[src/rtl/display_decoder_if.sv]
// Bus bundle for the four-digit seven-segment display decoder.
// The master drives the digits and display controls; the slave (the decoder)
// drives the active-low segment, decimal-point and anode lines.
interface display_decoder_if;
  logic [15:0] bcd;
  logic        blank_lz;
  logic        blink_en;
  logic [3:0]  dp_mask;
  logic [6:0]  seg;
  logic        dp;
  logic [3:0]  an;

  modport master (
    output bcd, blank_lz, blink_en, dp_mask,
    input  seg, dp, an
  );

  modport slave (
    input  bcd, blank_lz, blink_en, dp_mask,
    output seg, dp, an
  );
endinterface

[src/rtl/display_decoder.sv]
// Four-digit multiplexed seven-segment display driver.
// Each digit is driven for REFRESH_DIV clocks in turn (digit0 first).
// The BCD word is frozen once per frame, so a mid-frame update never tears
// the display. Leading zeros can be blanked and the whole display can blink
// with a half-period of BLINK_DIV clocks. All outputs are registered and
// active-low.
module display_decoder #(
  parameter int REFRESH_DIV = 50000,
  parameter int BLINK_DIV   = 25000000
) (
  input logic              clk,
  input logic              reset,
  display_decoder_if.slave bus
);

  localparam int RW = (REFRESH_DIV > 2) ? $clog2(REFRESH_DIV) : 1;
  localparam int BW = (BLINK_DIV > 2) ? $clog2(BLINK_DIV) : 1;
  localparam logic [RW-1:0] REF_LAST   = RW'(REFRESH_DIV - 1);
  localparam logic [BW-1:0] BLINK_LAST = BW'(BLINK_DIV - 1);
  localparam logic [6:0]    SEG_OFF    = 7'h7F;

  logic [RW-1:0] refCnt_q, refCnt_d;
  logic [1:0]    scanIdx_q, scanIdx_d;
  logic [BW-1:0] blinkCnt_q, blinkCnt_d;
  logic          blinkPhase_q, blinkPhase_d;
  logic [15:0]   snap_q, snap_d;
  logic [6:0]    seg_q, seg_d;
  logic          dp_q, dp_d;
  logic [3:0]    an_q, an_d;

  logic          frameStart;
  logic [15:0]   frameBcd;
  logic [3:0]    digit;
  logic          leadingZero;

  // Active-low segment pattern for one digit; non-decimal values show a dash.
  function automatic logic [6:0] decodeDigit(input logic [3:0] value);
    logic [6:0] pattern;
    case (value)
      4'd0:    pattern = 7'h40;
      4'd1:    pattern = 7'h79;
      4'd2:    pattern = 7'h24;
      4'd3:    pattern = 7'h30;
      4'd4:    pattern = 7'h19;
      4'd5:    pattern = 7'h12;
      4'd6:    pattern = 7'h02;
      4'd7:    pattern = 7'h78;
      4'd8:    pattern = 7'h00;
      4'd9:    pattern = 7'h10;
      default: pattern = 7'h3F;
    endcase
    return pattern;
  endfunction

  // Scan timing: slot counter, digit index and the per-frame BCD snapshot.
  // The live bcd is used directly in the frame-start cycle so the whole frame,
  // including its very first cycle, shows the same captured value.
  always_comb begin
    refCnt_d   = refCnt_q + 1'b1;
    scanIdx_d  = scanIdx_q;
    if (refCnt_q == REF_LAST) begin
      refCnt_d  = '0;
      scanIdx_d = scanIdx_q + 2'd1;
    end
    frameStart = (refCnt_q == '0) && (scanIdx_q == 2'd0);
    frameBcd   = frameStart ? bus.bcd : snap_q;
    snap_d     = frameBcd;
  end

  // Blink timing: runs only while blinking is enabled, otherwise parked at the
  // visible phase so every enable starts with a full visible half-period.
  always_comb begin
    blinkCnt_d   = '0;
    blinkPhase_d = 1'b0;
    if (bus.blink_en) begin
      if (blinkCnt_q == BLINK_LAST) begin
        blinkCnt_d   = '0;
        blinkPhase_d = ~blinkPhase_q;
      end else begin
        blinkCnt_d   = blinkCnt_q + 1'b1;
        blinkPhase_d = blinkPhase_q;
      end
    end
  end

  // Output decode for the digit currently being scanned, with leading-zero
  // blanking (segments only) and the blink-off override of everything.
  always_comb begin
    digit       = frameBcd[3:0];
    leadingZero = 1'b0;
    case (scanIdx_q)
      2'd1: begin
        digit       = frameBcd[7:4];
        leadingZero = (frameBcd[15:4] == 12'h000);
      end
      2'd2: begin
        digit       = frameBcd[11:8];
        leadingZero = (frameBcd[15:8] == 8'h00);
      end
      2'd3: begin
        digit       = frameBcd[15:12];
        leadingZero = (frameBcd[15:12] == 4'h0);
      end
      default: begin
        digit       = frameBcd[3:0];
        leadingZero = 1'b0;
      end
    endcase

    an_d  = ~(4'b0001 << scanIdx_q);
    seg_d = (bus.blank_lz && leadingZero) ? SEG_OFF : decodeDigit(digit);
    dp_d  = ~bus.dp_mask[scanIdx_q];

    if (bus.blink_en && blinkPhase_q) begin
      an_d  = 4'hF;
      seg_d = SEG_OFF;
      dp_d  = 1'b1;
    end
  end

  // State and output registers; reset blanks the display and restarts a frame.
  always_ff @(posedge clk) begin
    if (reset) begin
      refCnt_q     <= '0;
      scanIdx_q    <= 2'd0;
      blinkCnt_q   <= '0;
      blinkPhase_q <= 1'b0;
      snap_q       <= 16'h0000;
      seg_q        <= SEG_OFF;
      dp_q         <= 1'b1;
      an_q         <= 4'hF;
    end else begin
      refCnt_q     <= refCnt_d;
      scanIdx_q    <= scanIdx_d;
      blinkCnt_q   <= blinkCnt_d;
      blinkPhase_q <= blinkPhase_d;
      snap_q       <= snap_d;
      seg_q        <= seg_d;
      dp_q         <= dp_d;
      an_q         <= an_d;
    end
  end

  assign bus.seg = seg_q;
  assign bus.dp  = dp_q;
  assign bus.an  = an_q;

endmodule
[src/flat_wrapper.sv]
// flat-port wrapper written by rule: the top's interface ports become plain ports
module display_decoder_flat 
#(
  parameter int REFRESH_DIV = 50000,
  parameter int BLINK_DIV   = 25000000
)
  (clk, reset, bus_bcd, bus_blank_lz, bus_blink_en, bus_dp_mask, bus_seg, bus_dp, bus_an);
  display_decoder_if bus_i ();
  input logic clk;
  input logic reset;
  input wire logic [$bits(bus_i.bcd)-1:0] bus_bcd;
  input wire logic [$bits(bus_i.blank_lz)-1:0] bus_blank_lz;
  input wire logic [$bits(bus_i.blink_en)-1:0] bus_blink_en;
  input wire logic [$bits(bus_i.dp_mask)-1:0] bus_dp_mask;
  output wire logic [$bits(bus_i.seg)-1:0] bus_seg;
  output wire logic [$bits(bus_i.dp)-1:0] bus_dp;
  output wire logic [$bits(bus_i.an)-1:0] bus_an;
  assign bus_i.bcd = bus_bcd;
  assign bus_i.blank_lz = bus_blank_lz;
  assign bus_i.blink_en = bus_blink_en;
  assign bus_i.dp_mask = bus_dp_mask;
  assign bus_seg = bus_i.seg;
  assign bus_dp = bus_i.dp;
  assign bus_an = bus_i.an;
  display_decoder #(.REFRESH_DIV(REFRESH_DIV), .BLINK_DIV(BLINK_DIV)) u_core (.clk(clk), .reset(reset), .bus(bus_i));
endmodule
[config.mk]
export PLATFORM = sky130hd
export DESIGN_NAME = display_decoder_flat
export DESIGN_NICKNAME = d
export VERILOG_FILES = /design/src/rtl/display_decoder_if.sv /design/src/rtl/display_decoder.sv /design/src/flat_wrapper.sv
export SDC_FILE = /design/constraint.sdc
export NUM_CORES = 1
export LEC_CHECK = 0
export ABC_CLOCK_PERIOD_IN_PS = 5200
export CAP_MARGIN = 25
export CORE_UTILIZATION = 42
export DETAILED_ROUTE_END_ITERATION = 8
export PLACE_DENSITY = 0.71
export SYNTH_ARGS = -nofsm -noshare
export SYNTH_HDL_FRONTEND = slang
export SYNTH_SLANG_ARGS = --single-unit
[constraint.sdc]
create_clock -name clk -period 5.2 [get_ports clk]
set_clock_uncertainty 0.1 [all_clocks]
set_input_delay 0.52 -clock clk [delete_from_list [all_inputs] [get_ports clk]]
set_output_delay 0.52 -clock clk [all_outputs]
set_load 0.02 [all_outputs]
======== After elaboration in Yosys (flattened, before gate mapping) ========
Memories as Yosys holds them, arrays and structs flattened. A register that Yosys moved wholly into a read port is not among the register bits.
Cells that the tools add are included.
storage, ports and cells
  flip-flop bits (word level) ............. 65
  bits in read-only memories .............. 112
  input bits .............................. 24
  word-level logic and storage cells ...... 40
  memories ................................ 1
cells by class
  add/subtract/negate cells ............... 3
  $lt $le $gt $ge ......................... 1
  equality and inequality tests ........... 5
  shift operators ......................... 1
  mux-type cells .......................... 5
  bitwise gates (word level) .............. 4
  reductions and logical operators ........ 13
memories
  memory           words  width  read ports  clocked after memory_dff  write ports  line                   text
  (no name shown)  16     7      1           1                         0            display_decoder.sv:39  case (value)
operators by type and width
  cell                                                         number
  adder 25 x 1 -> 25 bit (second input constant)               1
  equality test 25 bit (second input constant)                 1
  adder 16 x 1 -> 16 bit (second input constant)               1
  equality test 16 bit (second input constant)                 1
  zero test 16 bit                                             1
  2-to-1 mux 16 bit                                            1
  zero test 12 bit                                             1
  one-hot mux 4 bit (3 select lines)                           1
  zero test 8 bit                                              1
  OR reduction 2 bit                                           3
  OR reduction 3 bit                                           2
  equality test 2 bit (second input constant)                  2
  zero test 4 bit                                              1
  NOT 4 bit                                                    1
  left shift 1 x 2 -> 4 bit (first input constant)             1
  logical AND 1 bit                                            3
  less-than comparator 2 x 3 -> 1 bit (second input constant)  1
  NOT 1 bit                                                    3
  one-hot mux 1 bit (3 select lines)                           1
  adder 2 x 1 -> 2 bit (second input constant)                 1
  binary-select mux 1 bit (select 2 bit)                       1
  equality test 2 x 1 -> 1 bit (second input constant)         1
  zero test 2 bit                                              1
  2-to-1 mux 1 bit                                             1

======== Logic depth before layout (Yosys ltp) ========
Gate-level depths: netlist (run 1).
  depth in word-level cells ............... 7
  mapped depth ............................ 14
  gate-level depth less buffers ........... 13

======== Worst setup path after synthesis (run 1) ========
Ideal clock, no wire load.
  path kind ............................... reg2reg
  start point ............................. register u_core.scanIdx_q[0]
  end point ............................... register u_core.seg_q[3], in the netlist u_core.bus.seg[3]
  data arrival time ....................... 2.583 ns
  slack ................................... 2.421 ns
  cell stages (with the launch flop) ...... 13
  path buffers ............................ 1
  period minus slack after synthesis ...... 2.779 ns
  cells stage by stage .................... dfxtp_1 inv_1 ha_1 nor2b_1 and3_1 buf_2 nand2_2 mux2i_1 o22ai_1 a21oi_1 ha_1 and2_1 o311ai_1
on the way
  cells in the longest elaborated chain, start to end .. 7
  elaborated cells between the ends (all ways) .. 13
  those cells by class .................... eq/ne: 3; mux: 3; reduce/logical: 7
ends and longest elaborated chain
  item                                      line                    text
  start: declaration                        display_decoder.sv:23   logic [1:0] scanIdx_q, scanIdx_d;
  start signal: assignment                  display_decoder.sv:134  scanIdx_q <= scanIdx_d;
  zero test 2 bit                           display_decoder.sv:65   frameStart = (refCnt_q == '0) && (scanIdx_q == 2'd0);
  logical AND 1 bit                         display_decoder.sv:65
  2-to-1 mux 16 bit                         display_decoder.sv:66   frameBcd = frameStart ? bus.bcd : snap_q;
  zero test 12 bit (tied with other cells)  display_decoder.sv:94   leadingZero = (frameBcd[15:4] == 12'h000);
  one-hot mux 1 bit (3 select lines)        display_decoder.sv:91   case (scanIdx_q)
  logical AND 1 bit                         display_decoder.sv:111  seg_d = (bus.blank_lz && leadingZero) ? SEG_OFF : decodeDigit(digit);
  OR reduction 3 bit (no line)              n/a
  end: declaration                          display_decoder.sv:27   logic [6:0] seg_q, seg_d;
Parallel ways exist; a longest one is shown, timed or not.
A chain may end at the register's enable or synchronous reset.

======== Worst setup path in the final report (run 1) ========
Ends and elaborated chain as after synthesis.

==> metrics.md, run 1 <==
| Metric | Value |
|---|---|
| Crit end category | `flop` |
| Largest net degree at the start of global routing | `26` |
| Max-Cap Viols | `0` |
| TritonCTS Sinks | `72` |
| Synth Warn # | `0` |
| Fin. max-slew vios | `0` |
| Clk buf depth | `2` |
| Max VDD drop | `147 uV` |
| Unrepaired setup endpoints after global routing | `no` |
| NetSw | `0.000310 W` |
| CTS resizes | `0` |
| Antenna violations before repair | `0` |
| I/O pins | `36` |
| Number of global-route vias before repair | `between 2,000 and 3,000` |
| # fillers | `734` |
| Comb power frac | `13.8%` |
| Post-DR wirelength/cell | `~13 um` |
| Footprint of the multi-input gates | `1820 um2` |
| Worst reg-to-reg setup slack | `1.99 ns` |
| Reg area | `1440 um2` |
| H-tree levels | `3` |
| Total number of placement rows | `32` |
| Crit Path Max Fanout | `10` |
| Asr flop ratio synth | `0%` |
| Largest area contributor in the netlist | `dfxtp_1` |
| DRT iter0 DRCs | `approximately 110` |
| Die area | `between 8000 and 9000 um2` |
| Vert. Die Dim | `91.7 um` |
| Nets@finish | `457` |
| Avg Inst Size Synth | `8.77 um2` |
| Unique masters post-synth | `49` |
| Worst hold-check path type | `reg2reg` |
| Core ar. | `just under 8000 um2` |
| Dpl hpwl | `between 5000 and 6000 um` |
| TritonCTS Buffers | `9` |
| Commonest non-fill, non-tap cell in the layout | `dfxtp_1` |
| First-pass DRT Iterations | `4` |
| Tcrit/Tclk final | `61.7%` |
| Slew @ Worst Pin | `0.851 ns` |
| # Post-CTS Setup Buffers | `0` |
| Crit Path Category | `reg2reg` |
| Vias | `2,756` |
| Synth top area cells | `dfxtp_1, nor2_1, xor2_1` |
| Final min period | `3.21 ns` |
| Fmax | `311 MHz` |
| Synth-to-layout area growth | `19.2%` |
| Setup total negative slack | `0 ns` |
| Post-synth EDFFs | `0` |
| Switching Fraction | `24.9%` |
| Top FF cell, synth | `dfxtp_1` |
| Vias per inst | `5.23` |
| DRC Markers | `0` |
| Clock slew at reported path FFs | `0.08 ns` |
| Max-Slew Margin vs Limit | `a little over two fifths` |
| # port buffers | `35` |
| CTS root buffer | `clkbuf_8` |
| Mapped Nets | `422` |
| Commonest cells after routing, fill and taps aside | `dfxtp_1, nor2_1, clkdlybuf4s50_1` |
| Leak | `1.50 nW` |
| Synthesis-stage register bit count | `72` |
| CTS Hold Bufs | `0` |
| Power Total | `0.00125 W` |
| Initial Utilization | `43.5%` |
| Final Setup Violations | `0` |
| DRT antenna net count | `0` |
| Fraction of layout cells with a size suffix above 1 | `5.88%` |
| Final GP Congestion | `roughly 0.85` |
| Status | `finished, final reports clean` |
| Startpoint types | `flop` |
| Die width | `91.7 um` |
| Design area | `4020 um2` |
| Ant. Diodes | `0` |
| Remaining global-route overflow | `0` |
| Clock Latency Late Sink | `0.34 ns` |
| Critical Path RT | `about 5.3 ns` |
| Crit path DAT | `3.35 ns` |
| Sequential share of power | `a little under half` |
| Register area share after synthesis | `42.7%` |
| Global-route wire length before repair | `12,400 um` |
| Synth top area share | `42.7%` |
| Cell count after synthesis | `approximately 390` |
| Synthesized area | `3380 um2` |
| TritonCTS clock tree | `built` |
| Power density cells | `310 nW/um2` |
| Clock share of power | `39.1%` |
| Post-placement cell area | `3800 um2` |
| Total Routing Usage GR | `between 10% and 20%` |
| Routed wire length | `7060 um` |
| Pint | `around 0.00094 W` |
| Final Hold Vio Count | `0` |
[layer usage]
layer	track usage, %	share of wire (%)	vias up
li1	-	-	1405
met1	25.5	50	1277
met5	0	0	-
met2	27.1	43	70
met4	4.89	0.86	0
met3	6.30	6.5	4
[cell usage after synthesis, drive strengths merged (3+ instances only)]
master and number:
xor2 22, and3 13, nor2 56, dfxtp 72
or3 5, xnor2 14, nand2 34, mux2i 8
clkbuf 7, nand4 5, o211ai 3, nor4 6
inv 16, nand3 32, ha 13, nor3 7
buf 4, nor2b 3, or4 3, o21ai 13
a21oi 20
[sequential cells by signal, summed over array words and instances, names as in the netlist]
signal / cells
u_core.snap_q: 16
u_core.refCnt_q: 16
u_core.bus.seg: 7
u_core.bus.an: 4
u_core.blinkCnt_q: 25
u_core.bus.dp: 1
u_core.blinkPhase_q: 1
u_core.scanIdx_q: 2
[through the flow]
step           hold WS (ns)  cells  setup slack, ns  util, %
2_1_floorplan         0.338    385             2.42        -
3_3_place_gp          0.352    511             2.22     49.0
3_5_place_dp          0.363    511             2.04     49.0
4_1_cts               0.380    527             2.01     51.8
5_1_grt               0.407    527             1.68     51.8
6_report              0.377    527             1.99     51.8
[critical path, cell delays in order, from the launching register on]
cell,delay [ns]
dfxtp_1,0.36
inv_1,0.16
ha_1,0.19
nor2b_1,0.23
and3_1,0.38
nand2_2,0.24
mux2i_1,0.27
o22ai_1,0.17
a21oi_1,0.34
ha_1,0.32
and2_1,0.14
o311ai_1,0.21
[area by class of cell]
cell class / instances / share of cell area (%)
clock buffer: 11 / 3.51
clock inverter: 5 / 1.99
inverter: 16 / 1.49
multi-input combinational: 286 / 45.3
sequential: 72 / 35.8
tap: 102 / 3.17
timing repair buffer: 35 / 8.71
[path summary, 6_finish.rpt]
path,depth (start not counted),start,endpoint
setup / recovery,11,u_core.scanIdx_q[0],u_core.bus.seg[3]
hold / removal,1,u_core.blinkCnt_q[0],u_core.blinkCnt_q[0]
setup reg to reg,11,u_core.scanIdx_q[0],u_core.bus.seg[3]
hold reg to reg,1,u_core.blinkCnt_q[0],u_core.blinkCnt_q[0]
[cell families after synthesis]
kind of cell,count (synthesis),synth area share [%]
xor+xnor,36,9.34
fa+ha+maj,13,4.82
flops,72,42.7
compound gates,55,11.5
mux,9,3.04
simple gates,173,25.3
buf+inv,27,3.33
[power by group through the flow]
stage | clock network (W) | registers [W] | logic [W]
2_1_floorplan | 0 | 0.000610 | 0.000101
3_3_place_gp | 0 | 0.000600 | 0.000170
3_5_place_dp | 0 | 0.000600 | 0.000172
4_1_cts | 0.000502 | 0.000587 | 0.000172
5_1_grt | 0.000528 | 0.000590 | 0.000191
6_report | 0.000487 | 0.000587 | 0.000173
Note: power is estimated with default switching activity, not from simulation.
==> run 2: changes to the inputs <==
--- a/config.mk
+++ b/config.mk
@@ -5,11 +5,11 @@
 export SDC_FILE = /design/constraint.sdc
 export NUM_CORES = 1
 export LEC_CHECK = 0
-export ABC_CLOCK_PERIOD_IN_PS = 5200
+export ABC_CLOCK_PERIOD_IN_PS = 2700
 export CAP_MARGIN = 25
 export CORE_UTILIZATION = 42
 export DETAILED_ROUTE_END_ITERATION = 8
-export PLACE_DENSITY = 0.71
+export PLACE_DENSITY = 0.74
 export SYNTH_ARGS = -nofsm -noshare
 export SYNTH_HDL_FRONTEND = slang
 export SYNTH_SLANG_ARGS = --single-unit
==> constraint.sdc (replaced) <==
create_clock -name clk -period 2.7 [get_ports clk]
set_clock_uncertainty 0.1 [all_clocks]
set_input_delay 0.27 -clock clk [delete_from_list [all_inputs] [get_ports clk]]
set_output_delay 0.27 -clock clk [all_outputs]
set_load 0.02 [all_outputs]
==> run 2 against run 1 <==
Compared with the run above:
- total power increased by 110%
- first-iteration DRC count increased by 26%
- sequential power increased by 94%
- via count increased by 8.4%
- sequential cell count unchanged
- critical path depth increased by 1
- largest cell class unchanged
- fmax increased by 24%
- hold slack improved by 0.0040 ns
- register-to-register slack got worse by 1.9 ns
- clock power increased by 94%
- sequential share of layout area decreased by 3.8 points
==> metrics.md, run 2 (synthesis gave the netlist of run 1 again) <==
| Metric | Value |
|---|---|
| Antenna violations before repair | `0 (unchanged)` |
| Slew @ Worst Pin | `0.603 ns (was 0.851 ns)` |
| Worst path top cell family by delay | `compound AO/OA/AOI/OAI gates (was simple AND/OR/NAND/NOR gates)` |
| # fillers | `651 (was 734)` |
| Ant. Diodes | `0 (unchanged)` |
| FF-to-FF Start | `u_core.refCnt_q[0] (was u_core.scanIdx_q[0])` |
| Largest Register | `u_core.blinkCnt_q (unchanged)` |
| Reg2reg end | `u_core.bus.seg[3] (unchanged)` |
| Status | `finished, final reports clean (unchanged)` |
| Critical Path, Cell by Cell | `inv_1 -> ha_1 -> nor4b_4 -> buf_4 -> nand3_4 -> o21ai_2 -> a21oi_2 -> o31ai_2 -> buf_4 -> ha_1 -> and2_1 -> o311ai_2 (was inv_1 -> ha_1 -> nor2b_1 -> and3_1 -> nand2_2 -> mux2i_1 -> o22ai_1 -> a21oi_1 -> ha_1 -> and2_1 -> o311ai_1)` |
| Commonest cells after routing, fill and taps aside | `dfxtp_1, nor2_1, clkdlybuf4s50_1 (unchanged)` |
| Post-route setup slack | `0.112 ns (was 1.99 ns)` |
| Nets@finish | `494 (was 457)` |
| Setup total negative slack | `0 ns (unchanged)` |
| Die width | `91.7 um (unchanged)` |
| Crit end category | `flop (unchanged)` |
| Switching Fraction | `26.1% (was 24.9%)` |
| Clock share of power | `36.9% (was 39.1%)` |
| Worst path max stage delay | `0.33 ns (was 0.38 ns)` |
| Fmax | `386 MHz (was 311 MHz)` |
| Sequential share of power | `44.4% (was 47.1%)` |
| Largest net degree at the start of global routing | `26 (unchanged)` |
| DP Cell Count | `539 (was 511)` |
| CTS root buffer | `clkbuf_8 (unchanged)` |
| Power density cells | `568 nW/um2 (was 310 nW/um2)` |
| HP Start | `u_core.blinkCnt_q[0] (unchanged)` |
| Total Routing Usage GR | `19.9% (was 18.4%)` |
| Hold EP | `u_core.blinkCnt_q[0] (unchanged)` |
| Final Hold Vio Count | `0 (unchanged)` |
| WL met2 | `3980 um (was 3010 um)` |
| Tcrit/Tclk final | `95.8% (was 61.7%)` |
| Fraction of layout cells with a size suffix above 1 | `19.7% (was 5.88%)` |
| Commonest non-fill, non-tap cell in the layout | `dfxtp_1 (unchanged)` |
| Worst hold-check path type | `reg2reg (unchanged)` |
| DRC Markers | `0 (unchanged)` |
| Critical Path RT | `2.86 ns (was 5.34 ns)` |
| Final min period | `2.59 ns (was 3.21 ns)` |
| Wire length on met1 | `3600 um (was 3530 um)` |
| Crit-path slowest cell | `dfxtp_2 (was and3_1)` |
| # port buffers | `35 (unchanged)` |
| Largest registers | `u_core.blinkCnt_q: 25 flops, u_core.refCnt_q: 16 flops, u_core.snap_q: 16 flops (unchanged)` |
| Max VDD drop | `229 uV (was 147 uV)` |
| DRT iter0 DRCs | `137 (was 109)` |
| WL met3 | `537 um (was 457 um)` |
| I/O pins | `36 (unchanged)` |
| TritonCTS Buffers | `9 (unchanged)` |
| Non-Filler Instances | `564 (was 527)` |
| Hold Path Stages | `1 (unchanged)` |
| Crit Path Max Fanout | `4 (was 10)` |
| Crit path DAT | `2.75 ns (was 3.35 ns)` |
| Final GP Congestion | `0.841 (was 0.852)` |
| Number of global-route vias before repair | `2,892 (was 2,640)` |
| Final Setup Violations | `0 (unchanged)` |
| Global-route wire length before repair | `13,100 um (was 12,400 um)` |
| Worst r2r path cells | `12 (was 11)` |
| Unrepaired setup endpoints after global routing | `yes (was no)` |
| Vert. Die Dim | `91.7 um (unchanged)` |
| Clk buf depth | `2 (unchanged)` |
| NetSw | `0.000670 W (was 0.000310 W)` |
| Worst Hold Slack | `0.381 ns (was 0.377 ns)` |
| Routed wire length | `8300 um (was 7060 um)` |
| Startpoint types | `flop (unchanged)` |
| Vias | `2,988 (was 2,756)` |
| Clock slew at reported path FFs | `0.07 ns (was 0.08 ns)` |
| Clock Latency Late Sink | `0.36 ns (was 0.34 ns)` |
| Max-Cap Viols | `0 (unchanged)` |
| TritonCTS clock tree | `built (unchanged)` |
| Crit Path Category | `reg2reg (unchanged)` |
| H-tree levels | `3 (unchanged)` |
| Worst reg-to-reg setup slack | `0.11 ns (was 1.99 ns)` |
| Largest register FFs | `25 (unchanged)` |
| Pre-CTS WS | `-0.152 ns (was 2.04 ns)` |
| Dpl hpwl | `5680 um (was 5150 um)` |
| Top Layer Used | `met4 (unchanged)` |
| Initial Utilization | `43.5% (unchanged)` |
| Comb power frac | `18.8% (was 13.8%)` |
| Pint | `0.00189 W (was 0.000937 W)` |
| Die area | `8400 um2 (unchanged)` |
| Post-DR wirelength/cell | `14.7 um (was 13.4 um)` |
| Fin. max-slew vios | `0 (unchanged)` |
| Vias per inst | `5.30 (was 5.23)` |
| Total number of placement rows | `32 (unchanged)` |
| First-pass DRT Iterations | `5 (was 4)` |
| Synth-to-layout area growth | `33.6% (was 19.2%)` |
| Core ar. | `7770 um2 (unchanged)` |
| Max-Slew Margin vs Limit | `59.8% (was 43.1%)` |
| Power Total | `0.00256 W (was 0.00125 W)` |
| Buf/Inv on CP | `3 (was 1)` |
| Remaining global-route overflow | `0 (unchanged)` |
| Leak | `1.73 nW (was 1.50 nW)` |
| TritonCTS Sinks | `72 (unchanged)` |
| DRT antenna net count | `0 (unchanged)` |
==> run 2: cell types whose count changed in the layout (fill, tap and decap cells not counted), sizes merged <==
cell      delta
clkbuf       -1
buf         +37
clkinvlp     -1
clkinv       +2
==> run 2: worst max-delay path by stage <==
stage                             start                end  cells past startpoint
finish               u_core.refCnt_q[0]  u_core.bus.seg[3]                     12
global route         u_core.refCnt_q[0]  u_core.bus.seg[3]                     11
CTS                  u_core.refCnt_q[0]  u_core.bus.seg[3]                     12
detailed placement  u_core.scanIdx_q[1]  u_core.bus.seg[3]                     11
global placement    u_core.scanIdx_q[1]  u_core.bus.seg[3]                     11
floorplan           u_core.scanIdx_q[0]  u_core.bus.seg[4]                     11
==> run 2: power groups by stage <==
| stage | clock [W] | combinational [W] | sequential, W |
|---|---|---|---|
| 2_1_floorplan | 0 | 0.000198 | 0.00118 |
| 3_3_place_gp | 0 | 0.000373 | 0.00115 |
| 3_5_place_dp | 0 | 0.000383 | 0.00116 |
| 4_1_cts | 0.000958 | 0.000404 | 0.00113 |
| 5_1_grt | 0.00101 | 0.000515 | 0.00114 |
| 6_report | 0.000946 | 0.000481 | 0.00114 |
==> run 2: repair_timing <==
item,CTS,global route
pin swaps,6,14
setup endpoints to repair,5,7
buffers inserted,4,5
hold buffers,0,0
resized for setup,9,41
==> run 2: cell type report <==
cell class	count	area [um2]	share of cell area, %
Clock inverter	6	82.6	1.83
Sequential cell	72	1440	32.0
Multi-Input combinational cell	286	2020	44.8
Inverter	16	60.1	1.33
Tap cell	102	128	2.83
Clock buffer	10	138	3.05
Timing Repair Buffer	72	639	14.2
==> run 2: stage by stage <==
step                      util (%)  instance area (um2)
after floorplan                  -                 3390
after global placement        51.8                 4020
after detailed placement      51.8                 4020
after CTS                     55.4                 4300
after global routing          58.1                 4510
final                         58.1                 4510
==> run 2: routing by layer <==
metal	global-route usage (%)	vias up
met5	0	-
met4	10.6	0
met3	3.81	17
met2	32.4	109
met1	24.8	1382
li1	-	1480
==> run 3: changes to the inputs <==
--- a/config.mk
+++ b/config.mk
@@ -5,11 +5,11 @@
 export SDC_FILE = /design/constraint.sdc
 export NUM_CORES = 1
 export LEC_CHECK = 0
-export ABC_CLOCK_PERIOD_IN_PS = 2700
-export CAP_MARGIN = 25
+export ABC_CLOCK_PERIOD_IN_PS = 2900
+export CAP_MARGIN = 20
 export CORE_UTILIZATION = 42
 export DETAILED_ROUTE_END_ITERATION = 8
-export PLACE_DENSITY = 0.74
+export PLACE_DENSITY = 0.71
 export SYNTH_ARGS = -nofsm -noshare
 export SYNTH_HDL_FRONTEND = slang
 export SYNTH_SLANG_ARGS = --single-unit
==> constraint.sdc (replaced) <==
create_clock -name clk -period 2.9 [get_ports clk]
set_clock_uncertainty 0.1 [all_clocks]
set_input_delay 0.29 -clock clk [delete_from_list [all_inputs] [get_ports clk]]
set_output_delay 0.29 -clock clk [all_outputs]
set_load 0.02 [all_outputs]
==> run 3 against run 2 <==
Compared with the run above:
- cell count is 4.4% lower
- register-to-register slack better by 0.08 ns
- clock power is 16% lower
- critical path depth is 1 lower
- routed wire length is 13% lower
- non-clock buffer count is 24 lower
- first-iteration DRC count is 20% lower
- core utilization is 4.5 points lower
- cell area is 7.7% lower
- hold slack worse by 0.0017 ns
- sequential share of layout area is 2.6 points higher
- sequential power is 8% lower
- critical path type unchanged
- critical endpoint unchanged
- largest cell class unchanged
- highest routed layer unchanged
==> metrics.md, run 3 (synthesis gave the netlist of run 1 again) <==
| Metric | Value |
|---|---|
| DRT antenna net count | `0 (unchanged)` |
| Total Routing Usage GR | `18.1% (was 19.9%)` |
| Fmax | `369 MHz (was 386 MHz)` |
| First-pass DRT Iterations | `4 (was 5)` |
| Max-Cap Viols | `0 (unchanged)` |
| DRC Markers | `0 (unchanged)` |
| Post-placement cell area | `3890 um2 (was 4020 um2)` |
| Clk buf depth | `2 (unchanged)` |
| Fin. max-slew vios | `0 (unchanged)` |
| Crit-path slowest cell | `dfxtp_1 (was dfxtp_2)` |
| Crit path DAT | `2.87 ns (was 2.75 ns)` |
| Slew @ Worst Pin | `0.557 ns (was 0.603 ns)` |
| Nets@finish | `470 (was 494)` |
| I/O pins | `36 (unchanged)` |
| Reg area | `1440 um2 (about the same)` |
| Critical Path RT | `3.05 ns (was 2.86 ns)` |
| Worst path max stage delay | `0.35 ns (was 0.33 ns)` |
| Die area | `8400 um2 (unchanged)` |
| Ant. Diodes | `0 (unchanged)` |
| Number of global-route vias before repair | `2,720 (was 2,892)` |
| Clock Latency Late Sink | `0.34 ns (was 0.36 ns)` |
| TritonCTS Sinks | `72 (unchanged)` |
| Dpl hpwl | `5260 um (was 5680 um)` |
| Unrepaired setup endpoints after global routing | `no (was yes)` |
| Post-route setup slack | `0.188 ns (was 0.112 ns)` |
| Fraction of layout cells with a size suffix above 1 | `11.0% (was 19.7%)` |
| Synth-to-layout area growth | `23.3% (was 33.6%)` |
| Routed wire length | `7220 um (was 8300 um)` |
| Setup total negative slack | `0 ns (unchanged)` |
| TritonCTS clock tree | `built (unchanged)` |
| Max VDD drop | `194 uV (was 229 uV)` |
| Leak | `1.57 nW (was 1.73 nW)` |
| Global-route wire length before repair | `12,100 um (was 13,100 um)` |
| Final Setup Violations | `0 (unchanged)` |
| # port buffers | `35 (unchanged)` |
| Vert. Die Dim | `91.7 um (unchanged)` |
| Post-DR wirelength/cell | `13.4 um (was 14.7 um)` |
| Final GP Congestion | `0.931 (was 0.841)` |
| # fillers | `722 (was 651)` |
| Tcrit/Tclk final | `93.5% (was 95.8%)` |
| Max-Slew Margin vs Limit | `62.9% (was 59.8%)` |
| Design area | `4160 um2 (was 4510 um2)` |
| Footprint of the multi-input gates | `1890 um2 (was 2020 um2)` |
| Initial Utilization | `43.5% (unchanged)` |
| Worst hold-check path type | `reg2reg (unchanged)` |
| Commonest non-fill, non-tap cell in the layout | `dfxtp_1 (unchanged)` |
| Vias per inst | `5.29 (was 5.30)` |
| Vias | `2,853 (was 2,988)` |
| Core ar. | `7770 um2 (unchanged)` |
| Power density cells | `528 nW/um2 (was 568 nW/um2)` |
| Power Total | `0.00220 W (was 0.00256 W)` |
| Largest Register | `u_core.blinkCnt_q (unchanged)` |
| Crit end category | `flop (unchanged)` |
| Most frequent cell on the critical path | `ha_1` |
| Final Hold Vio Count | `0 (unchanged)` |
| Critical Path, Cell by Cell | `inv_1 -> ha_1 -> nor4b_4 -> and3_1 -> nand2_4 -> mux2i_2 -> o22ai_2 -> a21oi_2 -> ha_1 -> and2_1 -> o311ai_2 (was inv_1 -> ha_1 -> nor4b_4 -> buf_4 -> nand3_4 -> o21ai_2 -> a21oi_2 -> o31ai_2 -> buf_4 -> ha_1 -> and2_1 -> o311ai_2)` |
| Antenna violations before repair | `0 (unchanged)` |
| Crit Path Max Fanout | `7 (was 4)` |
| H-tree levels | `3 (unchanged)` |
| CTS root buffer | `clkbuf_8 (unchanged)` |
| Pre-CTS WS | `-0.00630 ns (was -0.152 ns)` |
| Largest register FFs | `25 (unchanged)` |
| DRT iter0 DRCs | `109 (was 137)` |
| Die width | `91.7 um (unchanged)` |
| Clock slew at reported path FFs | `0.08 ns (was 0.07 ns)` |
| TritonCTS Buffers | `9 (unchanged)` |
| Remaining global-route overflow | `0 (unchanged)` |
| Largest registers | `u_core.blinkCnt_q: 25 flops, u_core.refCnt_q: 16 flops, u_core.snap_q: 16 flops (unchanged)` |
| Total number of placement rows | `32 (unchanged)` |
| Final min period | `2.71 ns (was 2.59 ns)` |
| Largest net degree at the start of global routing | `26 (unchanged)` |
| Startpoint types | `flop (unchanged)` |
| Status | `finished, final reports clean (unchanged)` |
| Commonest cells after routing, fill and taps aside | `dfxtp_1, nor2_1, clkdlybuf4s50_1 (unchanged)` |
| Crit Path Category | `reg2reg (unchanged)` |
run 3: cell count changes in the layout (fill, tap and decap cells not counted), moves of 2 or more:
cell | previous run | this run
o21ai_2 | 5 | 1
mux2i_2 | 0 | 2
nand2_2 | 2 | 0
nand3_1 | 29 | 31
nand2_1 | 31 | 33
o21ai_0 | 5 | 9
mux2i_4 | 4 | 1
buf_6 | 3 | 0
buf_4 | 34 | 13
dfxtp_1 | 70 | 72
a21oi_1 | 17 | 19
a21oi_2 | 3 | 1
dfxtp_2 | 2 | 0
run 3: path summary, 6_finish.rpt:
check,start,endpoint,slack [ns],cells after the start
worst min-delay path,u_core.refCnt_q[0],u_core.refCnt_q[0],0.38,1
worst max-delay path,u_core.refCnt_q[0],u_core.bus.seg[3],0.19,11
worst max register to register,u_core.refCnt_q[0],u_core.bus.seg[3],0.19,11
worst min register to register,u_core.refCnt_q[0],u_core.refCnt_q[0],0.38,1
run 3: metrics by stage:
stage	hold slack, ns	instances	util [%]
finish	0.379	539	53.6
global route	0.401	539	53.6
CTS	0.380	538	52.7
detailed placement	0.367	523	50.1
global placement	0.354	523	50.1
floorplan	0.330	385	-
run 3: metal layers:
layer	global-route usage, %	routed length (um)
met1	23.3	3490
met2	28.5	3160
met3	5.06	441
met4	7.67	127
met5	0	0
run 3: layout make-up:
class	instances	area share (%)
timing repair buffer	48	10.8
clock buffer	10	3.31
multi-input combinational	286	45.5
inverter	16	1.44
tap	102	3.06
sequential	72	34.6
clock inverter	5	1.35
run 3: worst max-delay path, delay by kind of cell, from the launching register on:
kind                       cells  cell delay, ns
buffers and inverters          1            0.07
muxes                          1            0.25
and+or+nand+nor                4            0.86
adders and majority gates      2            0.42
AOI/OAI and AO/OA              3            0.58
DFF                            1            0.35
run 3: timing repair:
item                       in CTS  in global routing
pin swaps                       0                  2
buffers inserted                0                  1
resized for setup               1                 14
hold buffers                    0                  0
setup endpoints to repair       1                  7
run 3: power by group:
group / total [W] / internal (W) / switching (W)
Clock: 0.000792 / 0.000416 / 0.000376
Combinational: 0.000351 / 0.000170 / 0.000181
Sequential: 0.00105 / 0.00103 / 0.0000217
Total: 0.00220 / 0.00162 / 0.000579
